[src/rtl/fpmul_pkg.sv]
// Shared types and helpers for the pipelined floating-point multiplier.
package fpmul_pkg;

    // Operand classification; subnormals are folded into ZERO.
    typedef enum logic [1:0] {
        ZERO = 2'd0,
        NORM = 2'd1,
        INF  = 2'd2,
        NAN  = 2'd3
    } fp_class_t;

    // Bit positions inside the 3-bit flags vector {invalid, overflow, underflow}.
    localparam int FLG_INV = 2;
    localparam int FLG_OVF = 1;
    localparam int FLG_UDF = 0;

    // Total encoded width: sign + exponent + stored mantissa.
    function automatic int fp_width(input int exp_w, input int man_w);
        return 1 + exp_w + man_w;
    endfunction

    // Exponent bias 2^(exp_w-1)-1.
    function automatic int fp_bias(input int exp_w);
        return (1 << (exp_w - 1)) - 1;
    endfunction

    // Canonical quiet NaN: positive, all-ones exponent, mantissa MSB set.
    // Returned zero-extended to 64 bits; callers truncate to their width.
    function automatic logic [63:0] fp_qnan(input int exp_w, input int man_w);
        logic [63:0] v;
        v = ((64'd1 << exp_w) - 64'd1) << man_w;
        v = v | (64'd1 << (man_w - 1));
        return v;
    endfunction

endpackage

[src/rtl/fpmul_rne_round.sv]
// Round-to-nearest-even on a normalised mantissa, followed by the
// post-round exponent range checks. Purely combinational.
module fpmul_rne_round
    import fpmul_pkg::*;
#(
    parameter int EXP_W = 8,
    parameter int MAN_W = 7
) (
    input  logic [MAN_W-1:0]        man,
    input  logic                    guard_bit,
    input  logic                    round_bit,
    input  logic                    sticky_bit,
    input  logic signed [EXP_W+1:0] exp_in,
    output logic [MAN_W-1:0]        man_out,
    output logic [EXP_W-1:0]        exp_out,
    output logic                    ovf,
    output logic                    udf
);

    localparam int EW2 = EXP_W + 2;
    localparam logic signed [EW2-1:0] ONE_S   = EW2'(1);
    localparam logic signed [EW2-1:0] ZERO_S  = '0;
    localparam logic signed [EW2-1:0] EXP_MAX = EW2'((1 << EXP_W) - 1);

    logic                  inc;
    logic [MAN_W:0]        sum;
    logic signed [EW2-1:0] exp_adj;

    // Increment on guard when the tail is above half or the tie breaks to even;
    // a carry out of the mantissa leaves the low bits zero and bumps the exponent.
    always_comb begin
        inc     = guard_bit && (round_bit || sticky_bit || man[0]);
        sum     = {1'b0, man} + {{MAN_W{1'b0}}, inc};
        man_out = sum[MAN_W-1:0];
        exp_adj = sum[MAN_W] ? (exp_in + ONE_S) : exp_in;
        exp_out = exp_adj[EXP_W-1:0];
        ovf     = (exp_adj >= EXP_MAX);
        udf     = (exp_adj <= ZERO_S);
    end

endmodule

[src/rtl/fpmul_pipe.sv]
// Three-stage pipelined floating-point multiplier with valid/ready handshake,
// RNE rounding, special-operand handling and exception flags.
// S1: operand register + classify, S2: exponent sum + mantissa product,
// S3: normalise, round, special-case select (registered outputs).
module fpmul_pipe
    import fpmul_pkg::*;
#(
    parameter int EXP_W = 8,
    parameter int MAN_W = 7,
    localparam int W    = fp_width(EXP_W, MAN_W)
) (
    input  logic         clk,
    input  logic         rst,
    input  logic         in_valid,
    output logic         in_ready,
    input  logic [W-1:0] x1,
    input  logic [W-1:0] x2,
    output logic         out_valid,
    input  logic         out_ready,
    output logic [W-1:0] y,
    output logic [2:0]   flags
);

    localparam int EW2  = EXP_W + 2;
    localparam int MW1  = MAN_W + 1;
    localparam int PW   = 2 * MW1;
    localparam int BIAS = fp_bias(EXP_W);

    localparam logic signed [EW2-1:0] BIAS_S   = EW2'(BIAS);
    localparam logic signed [EW2-1:0] ONE_S    = EW2'(1);
    localparam logic [W-1:0]          QNAN     = W'(fp_qnan(EXP_W, MAN_W));
    localparam logic [EXP_W-1:0]      EXP_ONES = '1;

    // Classify one encoded operand; subnormals flush to ZERO.
    function automatic fp_class_t classify(input logic [W-1:0] v);
        fp_class_t c;
        if (v[W-2 -: EXP_W] == '0)
            c = ZERO;
        else if (v[W-2 -: EXP_W] == EXP_ONES)
            c = (v[MAN_W-1:0] == '0) ? INF : NAN;
        else
            c = NORM;
        return c;
    endfunction

    // ------------------------------------------------------------------
    // Handshake: the whole pipe advances together; a full S3 that the
    // consumer is not taking freezes every stage.
    // ------------------------------------------------------------------
    logic       adv;
    logic [3:1] vld_pipe;

    assign adv       = !vld_pipe[3] || out_ready;
    assign in_ready  = adv;
    assign out_valid = vld_pipe[3];

    // Valid bits shift one stage per advance; bubbles travel with the data.
    always_ff @(posedge clk or negedge rst) begin
        if (!rst)
            vld_pipe <= '0;
        else if (adv)
            vld_pipe <= {vld_pipe[2:1], in_valid};
    end

    // ------------------------------------------------------------------
    // S1: operand capture and classification
    // ------------------------------------------------------------------
    logic [W-1:0] s1_a, s1_b;
    fp_class_t    s1_ca, s1_cb;

    // Register operands together with their class.
    always_ff @(posedge clk or negedge rst) begin
        if (!rst) begin
            s1_a  <= '0;
            s1_b  <= '0;
            s1_ca <= ZERO;
            s1_cb <= ZERO;
        end else if (adv) begin
            s1_a  <= x1;
            s1_b  <= x2;
            s1_ca <= classify(x1);
            s1_cb <= classify(x2);
        end
    end

    // ------------------------------------------------------------------
    // S2: exponent sum and full mantissa product
    // ------------------------------------------------------------------
    logic signed [EW2-1:0] exp_sum;
    logic [PW-1:0]         prod;

    // Unbiased sum kept signed and two bits wider so under/overflow stay visible.
    always_comb begin
        exp_sum = $signed({2'b00, s1_a[W-2 -: EXP_W]})
                + $signed({2'b00, s1_b[W-2 -: EXP_W]})
                - BIAS_S;
        prod    = PW'({1'b1, s1_a[MAN_W-1:0]}) * PW'({1'b1, s1_b[MAN_W-1:0]});
    end

    logic                  s2_sign;
    fp_class_t             s2_ca, s2_cb;
    logic signed [EW2-1:0] s2_exp;
    logic [PW-1:0]         s2_prod;

    // Register sign, classes, exponent and product.
    always_ff @(posedge clk or negedge rst) begin
        if (!rst) begin
            s2_sign <= 1'b0;
            s2_ca   <= ZERO;
            s2_cb   <= ZERO;
            s2_exp  <= '0;
            s2_prod <= '0;
        end else if (adv) begin
            s2_sign <= s1_a[W-1] ^ s1_b[W-1];
            s2_ca   <= s1_ca;
            s2_cb   <= s1_cb;
            s2_exp  <= exp_sum;
            s2_prod <= prod;
        end
    end

    // ------------------------------------------------------------------
    // S3: normalise, round, select
    // ------------------------------------------------------------------
    // nrm drops the leading one; its top MAN_W bits are the fraction,
    // followed by guard, round and the sticky tail.
    logic [PW-2:0]         nrm;
    logic signed [EW2-1:0] exp_n;
    logic [MAN_W-1:0]      frac;
    logic                  g_bit, r_bit, s_bit;

    // Product lies in [1,4): shift right by one when it reached 2.
    always_comb begin
        if (s2_prod[PW-1]) begin
            nrm   = s2_prod[PW-2:0];
            exp_n = s2_exp + ONE_S;
        end else begin
            nrm   = {s2_prod[PW-3:0], 1'b0};
            exp_n = s2_exp;
        end
        frac  = nrm[PW-2 -: MAN_W];
        g_bit = nrm[PW-2-MAN_W];
        r_bit = nrm[PW-3-MAN_W];
        s_bit = |nrm[PW-4-MAN_W:0];
    end

    logic [MAN_W-1:0] rnd_man;
    logic [EXP_W-1:0] rnd_exp;
    logic             rnd_ovf, rnd_udf;

    fpmul_rne_round #(
        .EXP_W (EXP_W),
        .MAN_W (MAN_W)
    ) u_round (
        .man        (frac),
        .guard_bit  (g_bit),
        .round_bit  (r_bit),
        .sticky_bit (s_bit),
        .exp_in     (exp_n),
        .man_out    (rnd_man),
        .exp_out    (rnd_exp),
        .ovf        (rnd_ovf),
        .udf        (rnd_udf)
    );

    logic [W-1:0] res_y;
    logic [2:0]   res_flags;

    // Special operands override the datapath in priority order, then the
    // post-round range checks saturate to Inf or flush to zero.
    always_comb begin
        res_y     = '0;
        res_flags = '0;
        if (s2_ca == NAN || s2_cb == NAN) begin
            res_y = QNAN;
        end else if ((s2_ca == INF && s2_cb == ZERO) ||
                     (s2_ca == ZERO && s2_cb == INF)) begin
            res_y              = QNAN;
            res_flags[FLG_INV] = 1'b1;
        end else if (s2_ca == INF || s2_cb == INF) begin
            res_y = {s2_sign, EXP_ONES, {MAN_W{1'b0}}};
        end else if (s2_ca == ZERO || s2_cb == ZERO) begin
            res_y = {s2_sign, {(W-1){1'b0}}};
        end else if (rnd_ovf) begin
            res_y              = {s2_sign, EXP_ONES, {MAN_W{1'b0}}};
            res_flags[FLG_OVF] = 1'b1;
        end else if (rnd_udf) begin
            res_y              = {s2_sign, {(W-1){1'b0}}};
            res_flags[FLG_UDF] = 1'b1;
        end else begin
            res_y = {s2_sign, rnd_exp, rnd_man};
        end
    end

    // Output register; holds while the consumer stalls.
    always_ff @(posedge clk or negedge rst) begin
        if (!rst) begin
            y     <= '0;
            flags <= '0;
        end else if (adv) begin
            y     <= res_y;
            flags <= res_flags;
        end
    end

endmodule

[config.mk]
export PLATFORM = sky130hd
export DESIGN_NAME = fpmul_pipe
export DESIGN_NICKNAME = d
export VERILOG_FILES = /design/src/rtl/fpmul_pkg.sv /design/src/rtl/fpmul_rne_round.sv /design/src/rtl/fpmul_pipe.sv
export SDC_FILE = /design/constraint.sdc
export NUM_CORES = 1
export LEC_CHECK = 0
export CAP_MARGIN = 0
export CORE_MARGIN = 4
export CORE_UTILIZATION = 41
export CTS_CLUSTER_SIZE = 10
export DETAILED_ROUTE_END_ITERATION = 16
export DONT_BUFFER_PORTS = 1
export GPL_TIMING_DRIVEN = 0
export PLACE_DENSITY_LB_ADDON = 0.15
export SLEW_MARGIN = 20
export SYNTH_ARGS = -nofsm -noshare
export SYNTH_HDL_FRONTEND = slang
export SYNTH_SLANG_ARGS = --single-unit
[constraint.sdc]
create_clock -name clk -period 8.9 [get_ports clk]
set_input_delay 1.335 -clock clk [delete_from_list [all_inputs] [get_ports clk]]
set_output_delay 1.335 -clock clk [all_outputs]
set_load 0.02 [all_outputs]
==> metrics.md <==
| Metric | Value |
|---|---|
| Hold-fix buffers at CTS | `0` |
| Synth top area cells | `dfrtp_1 (33%), fa_1 (11%), ha_1 (9.9%)` |
| Num CTS Buffers | `9` |
| Hold Path Class | `reg -> reg` |
| Library cells used by synthesis | `57` |
| Core Region | `0.01612 mm²` |
| CP top delay family | `adder cells` |
| Register area share after synthesis | `32.65%` |
| Area Overhead vs Synth | `8.327%` |
| Vias in the first global route | `5,482` |
| Full die area | `0.01877 mm²` |
| Die Span X | `137.0 µm` |
| RSZ-0062 raised after global routing | `false` |
| CTS-repair resized insts | `0` |
| Average size of a mapped cell | `8.746 µm²` |
| Post-DP HPWL | `12,950 µm` |
| Post-CTS setup buffer count | `0` |
| H-tree depth | `3` |
| CP Data Required Time | `9.10 ns` |
| Synth top cells by count | `nand2_1 (172), dfrtp_1 (89), inv_1 (65)` |
| Synth warn | `0` |
| Initial Util | `42.33%` |
| FF+latch count, synth | `89` |
| Cell Chain, Critical Path | `and2_1 > fa_1 > inv_1 > fa_1 > inv_1 > fa_1 > inv_1 > fa_1 > inv_1 > ha_1 > or2_2 > a21oi_1 > a211oi_1 > o31ai_1 > xnor2_1 > o21ai_0` |
| Slowest-stage cell, CP | `fa_1` |
| Mapped Area | `0.006822 mm²` |
| Die outline height | `137.0 µm` |
| Mapped Cells | `780` |
| Final Util | `45.85%` |
| Pin count of the biggest net entering global routing | `90` |
| Least-Margin Pin Slew | `0.9263 ns` |
| ANT nets after route | `0` |
| Post-synth top area share | `32.65%` |
| PortBufs | `0` |
| Fin Hold WS | `0.4617 ns` |
| Ant diodes | `0` |
| FILL cells | `1,611` |
| Fin. Hold Viols | `0` |
| Drt pass-1 iters | `5` |
| Main synth FF type | `dfrtp_1` |
| R2R depth | `16` |
| Period utilization | `52.01%` |
| Initial antenna violation count | `0` |
| WL/cell | `16.38 µm` |
| Hold endpoint | `vld_pipe[3]` |
| CTS sink count | `89` |
| Crit. path cell count | `16` |
| Row cnt | `46` |
| Crit start category | `flop` |
| Post-synth EDFFs | `0` |
| Vias/cell | `5.326` |
| Max incr delay on CP | `0.52 ns` |
| Final wirelength | `16,580 µm` |
| Vias | `5,390` |
| Total Nets Final | `918` |
| Max Clock Freq | `0.2160 GHz` |
| Most frequent cell after synthesis | `nand2_1` |
| Status | `finished clean` |
| Top cell type by total area after synthesis | `dfrtp_1` |
| I/O pins | `57` |
| Cell depth of the worst hold path | `1` |
| Clock root buffer | `clkbuf_16` |
| Routability cong. | `0.8774` |
| Max_cap viols | `0` |
| GRT Overall Usage | `18.79%` |
| First-pass GRT wire length | `27,880 µm` |
| Post-synthesis async set-or-reset flop share | `100.0%` |
| Arrival time worst endpoint | `4.83 ns` |
| Clk buf depth | `2` |
| Worst hold start | `vld_pipe[2]` |
| Remaining DRCs | `0` |
| CTS tree | `done` |
| Post-route setup slack | `4.271 ns` |
| Gr ovfl total | `0` |
| Final setup viols | `0` |
| Mapped Nets | `907` |
| Worst-skew pair later-pin latency | `0.36 ns` |
| Clk slew on worst S/H paths | `0.08 ns` |
| Fraction of layout cells with a size suffix above 1 | `3.518%` |
| Final slew viol count | `0` |
| Headroom to the max-slew limit | `37.77%` |
| Min Tclk post-route | `4.629 ns` |
| Total negative setup slack | `0 ns` |
| Crit path capture type | `flop` |
| Dpl ws | `4.244 ns` |
| CP Max Fanout | `9` |
| Starting DRT DRC Count | `261` |
| Worst R2R End | `s2_prod[14]` |
| Critical path class | `reg -> reg` |
| Worst r2r src | `s1_b[6]` |
| Reg-to-reg slack, setup | `4.27 ns` |
| Bufs and invs on worst path | `4` |
| Clk_skew | `0.01304 ns` |
[registers in the layout (all words and copies together), names as in the netlist]
register	count
y	16
s1_ca	2
flags	3
s1_b	16
s1_cb	2
s2_prod	16
s2_ca	2
s2_exp	10
s2_cb	2
s1_a	16
vld_pipe	3
s2_sign	1
[worst register-to-register path, stage by stage, from the launching register on]
cell	delay [ns]
dfrtp_1	0.50
and2_1	0.23
fa_1	0.50
inv_1	0.06
fa_1	0.53
inv_1	0.05
fa_1	0.52
inv_1	0.05
fa_1	0.52
inv_1	0.04
ha_1	0.33
or2_2	0.28
a21oi_1	0.19
a211oi_1	0.09
o31ai_1	0.30
xnor2_1	0.17
o21ai_0	0.11
[area by class of cell]
class / instances / area (µm²) / share of cell area, %
inverters: 66 / 247.7 / 3.353
flip-flops and latches: 89 / 2227 / 30.14
clock buffers: 9 / 225.2 / 3.048
multi-input cells: 597 / 4233 / 57.28
plain buffers: 28 / 113.9 / 1.541
clock inverters: 7 / 72.57 / 0.9821
well taps: 216 / 270.3 / 3.657
[metrics by stage]
step,instances,instance area (µm²)
CTS,1012,7390
detailed placement,996,7092
global route,1012,7390
finish,1012,7390
floorplan,780,6822
global placement,996,7092
[logic make-up (layout without fill, tap and decap cells)]
logic type,count (synthesis),in the layout,synth area share [%]
buffers and inverters,94,110,5.301
AO/OA/AOI/OAI,125,125,12.60
flip-flops,89,89,32.65
adder cells (fa/ha/maj),91,91,20.76
XOR/XNOR,31,31,3.980
multiplexers,12,12,1.834
AND/OR/NAND/NOR,338,338,22.87
[how the worst max path moves through the flow]
stage,startpoint,end,slack [ns]
after CTS,s1_b[6],s2_prod[14],4.23
final,s1_b[6],s2_prod[14],4.27
after floorplan,s1_b[6],s2_prod[14],4.57
after global routing,s1_b[6],s2_prod[14],3.98
after global placement,s1_b[6],s2_prod[14],4.27
after detailed placement,s1_b[6],s2_prod[14],4.24
[routing by layer]
layer	up-vias	wire length (µm)	global-route usage [%]
li1	2672	-	-
met1	2574	8165	26.87
met2	133	7415	29.05
met3	11	858	4.375
met4	0	140	4.213
met5	-	0	0
[cells in the final DEF, fill, tap and decap left out, drive strengths merged, types with 4 or more instances in the layout]
cell type  instances
inv               69
nor4               9
and2              35
xor2              10
mux2i              8
a21oi             40
o31ai             10
clkbuf            28
o21ai             24
a21o               4
nand4              8
xnor2             21
o22ai              5
or3                4
or4                5
nand2b             4
ha                54
dfrtp             89
a32oi              4
nor3              17
nor2              42
nand3             23
nand2            172
a22o               6
and3               9
mux2               4
buf                9
fa                37
o211ai             8
a211oi             4
Power is not shown: default switching activity piles up to over one toggle a cycle in this logic, so the estimate is an artifact.
